$ cat src/rtl/cmp_rr_arbiter.sv
// Round-robin arbiter sharing one registered signed comparator (EQ/LT/GT) among NREQ requesters.
// Optional per-requester unsigned compare select is enabled with macro CMP_ARB_UNSIGNED_EN.
module cmp_rr_arbiter #(
   parameter int NREQ = 4,
   parameter int W    = 32,
   parameter int IDW  = 2
) (
   input  logic              clk,
   input  logic              rst_n,
   input  logic [NREQ-1:0]   req_valid,
   output logic [NREQ-1:0]   req_ready,
   input  logic [NREQ*W-1:0] req_a,
   input  logic [NREQ*W-1:0] req_b,
   output logic              rsp_valid,
   input  logic              rsp_ready,
   output logic [IDW-1:0]    rsp_id,
   output logic              rsp_eq,
   output logic              rsp_lt,
   output logic              rsp_gt,
   output logic              busy
`ifdef CMP_ARB_UNSIGNED_EN
   ,
   input  logic [NREQ-1:0]   req_uns,
   output logic              rsp_uns
`endif
);

   typedef enum logic [1:0] {IDLE, CMP, RESP} stateT;

   stateT          state, nextState;
   logic [IDW-1:0] rrPtr;
   logic [IDW-1:0] grantIdx;
   logic [IDW-1:0] cand;
   logic           grantFound;
   logic           load;
   logic [W-1:0]   aSel, bSel;
   logic [W-1:0]   aR, bR;
   logic [IDW-1:0] idR;
   logic           eqR, ltR, gtR;
   logic           unsR;
   logic           eqNext, ltNext, gtNext;

   // Rotating priority: first valid requester strictly after the last one granted.
   always_comb begin
      // NOTE: every always_comb output gets a default first so no path leaves it unassigned (latch).
      grantFound = 1'b0;
      grantIdx   = '0;
      cand       = '0;
      for (int k = 1; k <= NREQ; k++) begin
         cand = IDW'((int'(rrPtr) + k) % NREQ);
         if (!grantFound && req_valid[cand]) begin
            grantFound = 1'b1;
            grantIdx   = cand;
         end
      end
   end

   assign aSel = req_a[grantIdx*W +: W];
   assign bSel = req_b[grantIdx*W +: W];

   always_ff @(posedge clk or negedge rst_n) begin
      // NOTE: sequential state uses non-blocking assignments so every register samples pre-edge values.
      if (!rst_n) state <= IDLE;
      else        state <= nextState;
   end

   // rst_n gates the accept pulse so nothing is granted while reset is held.
   always_comb begin
      nextState = state;
      req_ready = '0;
      load      = 1'b0;
      case (state)
         IDLE: begin
            if (grantFound && rst_n) begin
               req_ready[grantIdx] = 1'b1;
               load                = 1'b1;
               nextState           = CMP;
            end
         end
         CMP:     nextState = RESP;
         RESP:    if (rsp_ready) nextState = IDLE;
         default: nextState = IDLE;
      endcase
   end

`ifdef CMP_ARB_UNSIGNED_EN
   assign ltNext = unsR ? (aR < bR) : ($signed(aR) < $signed(bR));
   assign gtNext = unsR ? (aR > bR) : ($signed(aR) > $signed(bR));
`else
   assign ltNext = $signed(aR) < $signed(bR);
   assign gtNext = $signed(aR) > $signed(bR);
`endif
   assign eqNext = (aR == bR);

   always_ff @(posedge clk or negedge rst_n) begin
      // NOTE: operand/result registers are plain flops (not a memory), so they reset with the FSM.
      if (!rst_n) begin
         rrPtr <= IDW'(NREQ - 1);
         aR    <= '0;
         bR    <= '0;
         idR   <= '0;
         eqR   <= 1'b0;
         ltR   <= 1'b0;
         gtR   <= 1'b0;
         unsR  <= 1'b0;
      end else begin
         if (load) begin
            aR    <= aSel;
            bR    <= bSel;
            idR   <= grantIdx;
            rrPtr <= grantIdx;
`ifdef CMP_ARB_UNSIGNED_EN
            unsR  <= req_uns[grantIdx];
`else
            unsR  <= 1'b0;
`endif
         end
         if (state == CMP) begin
            eqR <= eqNext;
            ltR <= ltNext;
            gtR <= gtNext;
         end
      end
   end

   assign rsp_valid = (state == RESP);
   assign busy      = (state != IDLE);
   assign rsp_id    = idR;
   assign rsp_eq    = eqR;
   assign rsp_lt    = ltR;
   assign rsp_gt    = gtR;

`ifdef CMP_ARB_UNSIGNED_EN
   assign rsp_uns = unsR & rsp_valid;
`endif

endmodule

$ cat config.mk
export PLATFORM = sky130hd
export DESIGN_NAME = cmp_rr_arbiter
export DESIGN_NICKNAME = d
export VERILOG_FILES = /design/src/rtl/cmp_rr_arbiter.sv
export SDC_FILE = /design/constraint.sdc
export NUM_CORES = 1
export LEC_CHECK = 0
export CORE_MARGIN = 2
export CORE_UTILIZATION = 35
export DETAILED_ROUTE_END_ITERATION = 10
export PLACE_DENSITY = 0.71
export SETUP_SLACK_MARGIN = 0.05
export SLEW_MARGIN = 20
export SYNTH_ARGS = -nofsm -noshare
export SYNTH_HDL_FRONTEND = slang
export SYNTH_SLANG_ARGS = --single-unit
$ cat constraint.sdc
create_clock -name clk -period 2.25 [get_ports clk]
set_clock_uncertainty 0.15 [all_clocks]
set_input_delay 0.5625 -clock clk [delete_from_list [all_inputs] [get_ports clk]]
set_output_delay 0.5625 -clock clk [all_outputs]
set_load 0.03 [all_outputs]
Word-level counts from Yosys, hierarchy flattened
Cells that the tools add are included.
{ "word_totals": {"elab_cells": 63, "reg_bits": 73, "out_inout_bits": 11} }
{ "classes": {"n_addsub": 4, "n_mux": 25, "n_reduce_logical": 11, "order_cmp": 8, "shifts": 2, "eq_ne": 5} }
{ "op_table": {"columns": ["cell", "count"], "rows": [
  ["128-bit by 8-bit variable part select with 32-bit output", 2],
  ["32-bit == test", 1],
  ["32-bit greater-than comparator", 1],
  ["32-bit < comparator", 1],
  ["2-bit by 3-bit < comparator with 1-bit output, second input constant", 5],
  ["2-bit two-way mux", 6],
  ["1-bit two-way mux", 11],
  ["1-bit binary-select mux with 2-bit select", 4],
  ["4-bit two-way mux", 2],
  ["2-bit case mux with 3 select lines", 1],
  ["1-bit logical AND", 5],
  ["2-bit by 1-bit adder with 2-bit output, second input constant", 2],
  ["2-bit adder, second input constant", 2],
  ["1-bit logical NOT", 3],
  ["1-bit demux with 2-bit select", 1],
  ["2-bit by 1-bit == test with 1-bit output, second input constant", 1],
  ["2-bit == test, second input constant", 1],
  ["2-bit by 1-bit >= comparator with 1-bit output, second input constant", 1],
  ["2-bit logical NOT", 1],
  ["2-bit by 1-bit != test with 1-bit output, second input constant", 1],
  ["2-bit != test, second input constant", 1],
  ["2-bit AND reduction", 1],
  ["2-bit nonzero test", 1]
]} }

Longest topological paths before layout
Gate-level depths: netlist of the first run.
{ "logic_depth": {"ltp_word": 19, "depth_mapped": 8, "mapped_depth_nobuf": 8} }

Least setup slack after synthesis of the first run
No wires, ideal clock.
{ "synth_timing": {"path_kind": "input port to output port", "start": "in req_valid[3]", "end": "out req_ready[0]", "t_required_ns": 1.537, "slack_ns": -0.510, "n_path_buf": 1, "cell_stages": 4, "arrival_ns": 2.047, "path_cell_list": "nor2_1 -> a21oi_1 -> clkbuf_1 -> nor3b_1"} }
{ "synth_between": {"elab_chain_cells": 18, "elab_cells_between_ends": 30, "classes_between": "2 x order compare; 20 x mux; 8 x reduce/logical"} }
{ "synth_lines": {"columns": ["item", "line", "rtl"], "rows": [
  ["start, declared", "10", "input logic [NREQ-1:0] req_valid,"],
  ["1-bit binary-select mux with 2-bit select", "51", "if (!grantFound && req_valid[cand]) begin"],
  ["1-bit two-way mux (implied by the code)", "51", null],
  ["1-bit two-way mux", "51", null],
  ["1-bit logical NOT", "51", null],
  ["1-bit logical AND", "51", null],
  ["1-bit two-way mux", "51", null],
  ["1-bit logical NOT", "51", null],
  ["1-bit logical AND", "51", null],
  ["[2 not listed]", null, null],
  ["1-bit logical AND", "51", null],
  ["2-bit two-way mux", "51", null],
  ["2-bit by 3-bit < comparator with 1-bit output (implied by the code) / 2-bit by 1-bit >= comparator with 1-bit output (equally long branches)", "75", "req_ready[grantIdx] = 1'b1;"],
  ["1-bit logical AND (implied by the code)", "75", null],
  ["1-bit two-way mux (implied by the code)", "75", null],
  ["1-bit demux with 2-bit select", "75", null],
  ["4-bit two-way mux *", "74", "if (grantFound && rst_n) begin"],
  ["4-bit two-way mux *", "72", "case (state)"],
  ["end, declared", "11", "output logic [NREQ-1:0] req_ready,"]
]} }
Mark *: on every way between the ends. The rest lies on a longest branch, timed or not. The select of a mux whose other input is x is not followed.

Final worst setup path of the first run
{ "layout_timing": {"start": "reg rrPtr[1]", "end": "out req_ready[0]"} }
{ "layout_between": {"elab_chain_cells": 19, "elab_cells_between_ends": 34, "classes_between": "4 x add/sub; 2 x order compare; 20 x mux; 8 x reduce/logical"} }
{ "layout_lines": {"columns": ["item", "line", "rtl"], "rows": [
  ["start, declared", "31", "logic [IDW-1:0] rrPtr;"],
  ["start signal, assigned", "98", "rrPtr <= IDW'(NREQ - 1);"],
  ["start signal, assigned", "111", "rrPtr <= grantIdx;"],
  ["2-bit by 1-bit adder with 2-bit output", "50", "cand = IDW'((int'(rrPtr) + k) % NREQ);"],
  ["1-bit binary-select mux with 2-bit select", "51", null],
  ["1-bit two-way mux (implied by the code)", "51", null],
  ["1-bit two-way mux", "51", null],
  ["1-bit logical NOT", "51", null],
  ["1-bit logical AND", "51", null],
  ["1-bit two-way mux", "51", null],
  ["1-bit logical NOT", "51", null],
  ["[3 not listed]", null, null],
  ["1-bit logical AND", "51", null],
  ["2-bit two-way mux", "51", null],
  ["2-bit by 3-bit < comparator with 1-bit output (implied by the code) / 2-bit by 1-bit >= comparator with 1-bit output (equally long branches)", "75", null],
  ["1-bit logical AND (implied by the code)", "75", null],
  ["1-bit two-way mux (implied by the code)", "75", null],
  ["1-bit demux with 2-bit select", "75", null],
  ["4-bit two-way mux *", "74", null],
  ["4-bit two-way mux *", "72", null]
]} }
Marked as above.

==> impl_metrics.env, run 1 <==
export IMPL_fin_crit_sh_pct=113
export IMPL_synth_flop_cell="dfrtp_1"
export IMPL_final_util_pct=62.7
export IMPL_cts_max_level=3
export IMPL_tightest_slew_ns=0.941
export IMPL_pwr_density_cell_mw_per_mm2=1090
export IMPL_max_slew_margin_rel_pct=37.3
export IMPL_crit_path_max_fanout=6
export IMPL_num_vias=5169
export IMPL_multiInputGateArea_mm2=0.00380
export IMPL_wirelength_um=17300
export IMPL_synthAdderAreaFrac_pct=7.01
export IMPL_cts_tree="yes"
export IMPL_status="complete, but fails checks"
export IMPL_yosys_warnings=0
export IMPL_cts_buffers=9
export IMPL_synth_top_area_share_pct=33.8
export IMPL_p_leak_nw=4.61
export IMPL_gr_total_overflow=0
export IMPL_synth_largest_area_cell="mux2i_1"
export IMPL_crit_path_end_kind="output port"
export IMPL_die_area_mm2=0.0174
export IMPL_fillCellCount=1301
export IMPL_firstDrtPassIters=6
export IMPL_violations="negative setup slack"
export IMPL_first_iter_violations=122
export IMPL_die_h_um=132
export IMPL_wire_per_inst_um=16.3
export IMPL_maxCapViolCount=0
export IMPL_critPathLaunchType="register"
export IMPL_fp_row_count=46
export IMPL_via_per_inst=4.85
export IMPL_antenna_found_initial=0
export IMPL_crit_type="register to output port"
export IMPL_antenna_cells=0
export IMPL_io_pins=274
export IMPL_seqCellArea_mm2=0.00183
export IMPL_synth_xor_area_share_pct=0
export IMPL_cts_root_buf="clkbuf_16"
export IMPL_synthDistinctLibCells=34
export IMPL_synth_edf_count=0
export IMPL_synth_mux_area_fraction_pct=46.9
export IMPL_syn2layout_area_growth_pct=75.1
export IMPL_cts_max_path_buffers=2
export IMPL_coreArea_mm2=0.0159
export IMPL_grt_pass1_wl_um=27800
export IMPL_cp_arrival_ns=1.83
export IMPL_ys_seq_elements=73
export IMPL_synth_cells=514
export IMPL_syn_avg_cell_area_um2=11.1
export IMPL_final_nets=1139
export IMPL_clock_latency_ns=0.33
export IMPL_layout_drive_gt1_share_pct=22.7
export IMPL_crit_required_ns=1.54
export IMPL_period_minus_slack_ns=2.54
export IMPL_synthArstFlopShare_pct=100
export IMPL_drc=0
export IMPL_grt_usage_pct=19.6
export IMPL_synth_commonest_cells="mux2i_1, dfrtp_1, mux2_2, inv_1, ha_1"
export IMPL_clock_sinks=73
export IMPL_syn_nets=809
export IMPL_hold_path_class="input pin to asynchronous set/reset pin"
export IMPL_setup_ws_ns=-0.288
export IMPL_setup_tns_ns=-10.00
export IMPL_grt_start_max_net_pins=74
export IMPL_syn_area_mm2=0.00571
export IMPL_setup_viol=70
export IMPL_hold_buffers=0
export IMPL_synth_seq_area_share_pct=32.0
export IMPL_synth_area_leaders="mux2i_1, dfrtp_1, mux2_2"
export IMPL_ir_worst_vdd_mv=0.439
export IMPL_whs_ns=0.309
export IMPL_gp_congestion=0.798
export IMPL_place_hpwl_um=13000
export IMPL_detailedPlace_worstSlack_ns=-0.552
export IMPL_yosys_cell_count_top_type="mux2i_1"
export IMPL_grt_pass1_vias=5778
export IMPL_synth_top_family_by_area="multiplexers"
export IMPL_cts_reportedPaths_clkPinSlew_ns=0.06
export IMPL_synth_simple_area_share_pct=3.88
export IMPL_start_util_pct=35.8
export IMPL_fp_dieW_um=132
export IMPL_numPortBuffers=273
export IMPL_hold_viol_final=0
export IMPL_fmax_mhz=394
export IMPL_drv_slew=0
export IMPL_rsz0062_at_grt="yes"
export IMPL_synth_compound_area_share_pct=4.03
export IMPL_ant_nets=0
-- report_power, final --
group	switching, W	leakage (nW)	internal [W]
Combinational	0.00291	3.60	0.00402
Clock	0.000572	0.155	0.000971
Sequential	0.000431	0.857	0.00200
-- worst paths after layout --
kind,from,to,cells after the start,slack [ns]
min reg2reg,rsp_gt,rsp_gt,1,0.35
max,rrPtr[1],req_ready[0],6,-0.29
min in group clk,rsp_gt,rsp_gt,1,0.35
min,rst_n,rsp_id[1],2,0.31
max in group asynchronous,rst_n,bR[23],2,1.00
max reg2reg,rrPtr[1],aR[23],10,-0.19
-- flip-flops by register name, indices dropped and copies added (netlist names) --
name / count
aR: 32
rrPtr: 2
rsp_lt: 1
bR: 32
state: 2
rsp_eq: 1
rsp_id: 2
rsp_gt: 1
-- stage by stage --
stage	power, W	instances	instance area [um2]
after detailed placement	0.00835	1027	9080
after floorplan	0.00634	514	5790
final	0.0109	1065	10000
after CTS	0.0108	1061	9890
after global routing	0.0117	1065	10000
after global placement	0.00814	1027	9080
-- metal layers --
metal / share of wire, % / wire length [um] / vias up / track usage (%)
met4: 1.6 / 280 / 0 / 5.25
li1: - / - / 2532 / -
met3: 4.0 / 688 / 20 / 3.47
met1: 41 / 7030 / 2460 / 22.0
met5: 0 / 0 / - / 0
met2: 54 / 9340 / 157 / 37.8
-- logic make-up after synthesis --
| logic type | count (synthesis) |
|---|---|
| compound gates | 38 |
| fa+ha+maj | 32 |
| flops | 73 |
| mux | 259 |
| simple gates | 44 |
| buf+inv | 68 |
-- cell type report --
class,instances,area share [%]
inverters,39,1.46
flip-flops and latches,73,18.3
repair buffers,348,36.3
clock buffers,9,2.25
multi-input cells,373,38.0
well taps,216,2.70
clock inverters,7,0.951
-- layout by cell type, fill, tap and decap left out, drive strengths merged, types with 3 or more instances in the layout --
cell type	instances
clkinv	4
mux2	66
clkbuf	10
ha	32
a21oi	18
nand4	7
nor2b	4
nand3	3
dfrtp	71
dlygate4sd2	6
buf	78
clkdlybuf4s50	262
mux2i	193
o21ai	8
nand2b	3
nand2	13
inv	39
nor2	8
-- what timing repair did --
item / in CTS / in global routing
gates cloned: 5 / 1
buffers inserted: 13 / 3
pin swaps: 13 / 6
setup endpoints to repair: 74 / 72
gates resized for setup: 67 / 11
-- critical path: stages (launching register included) --
cell,delay [ns]
dfstp_2,0.60
a21oi_2,0.08
a31oi_2,0.23
a21oi_4,0.12
buf_12,0.15
nor3b_4,0.17
buf_6,0.15
Power figures use the tool's default switching activity.
==> inputs of run 2 (changes only) <==
--- a/config.mk
+++ b/config.mk
@@ -8,6 +8,7 @@
 export CORE_MARGIN = 2
 export CORE_UTILIZATION = 35
 export DETAILED_ROUTE_END_ITERATION = 10
+export HOLD_SLACK_MARGIN = 0.1
 export PLACE_DENSITY = 0.71
 export SETUP_SLACK_MARGIN = 0.05
 export SLEW_MARGIN = 20
==> results of run 2 <==
Same layout as run 1: the final DEF is identical, and so are final timing and power.
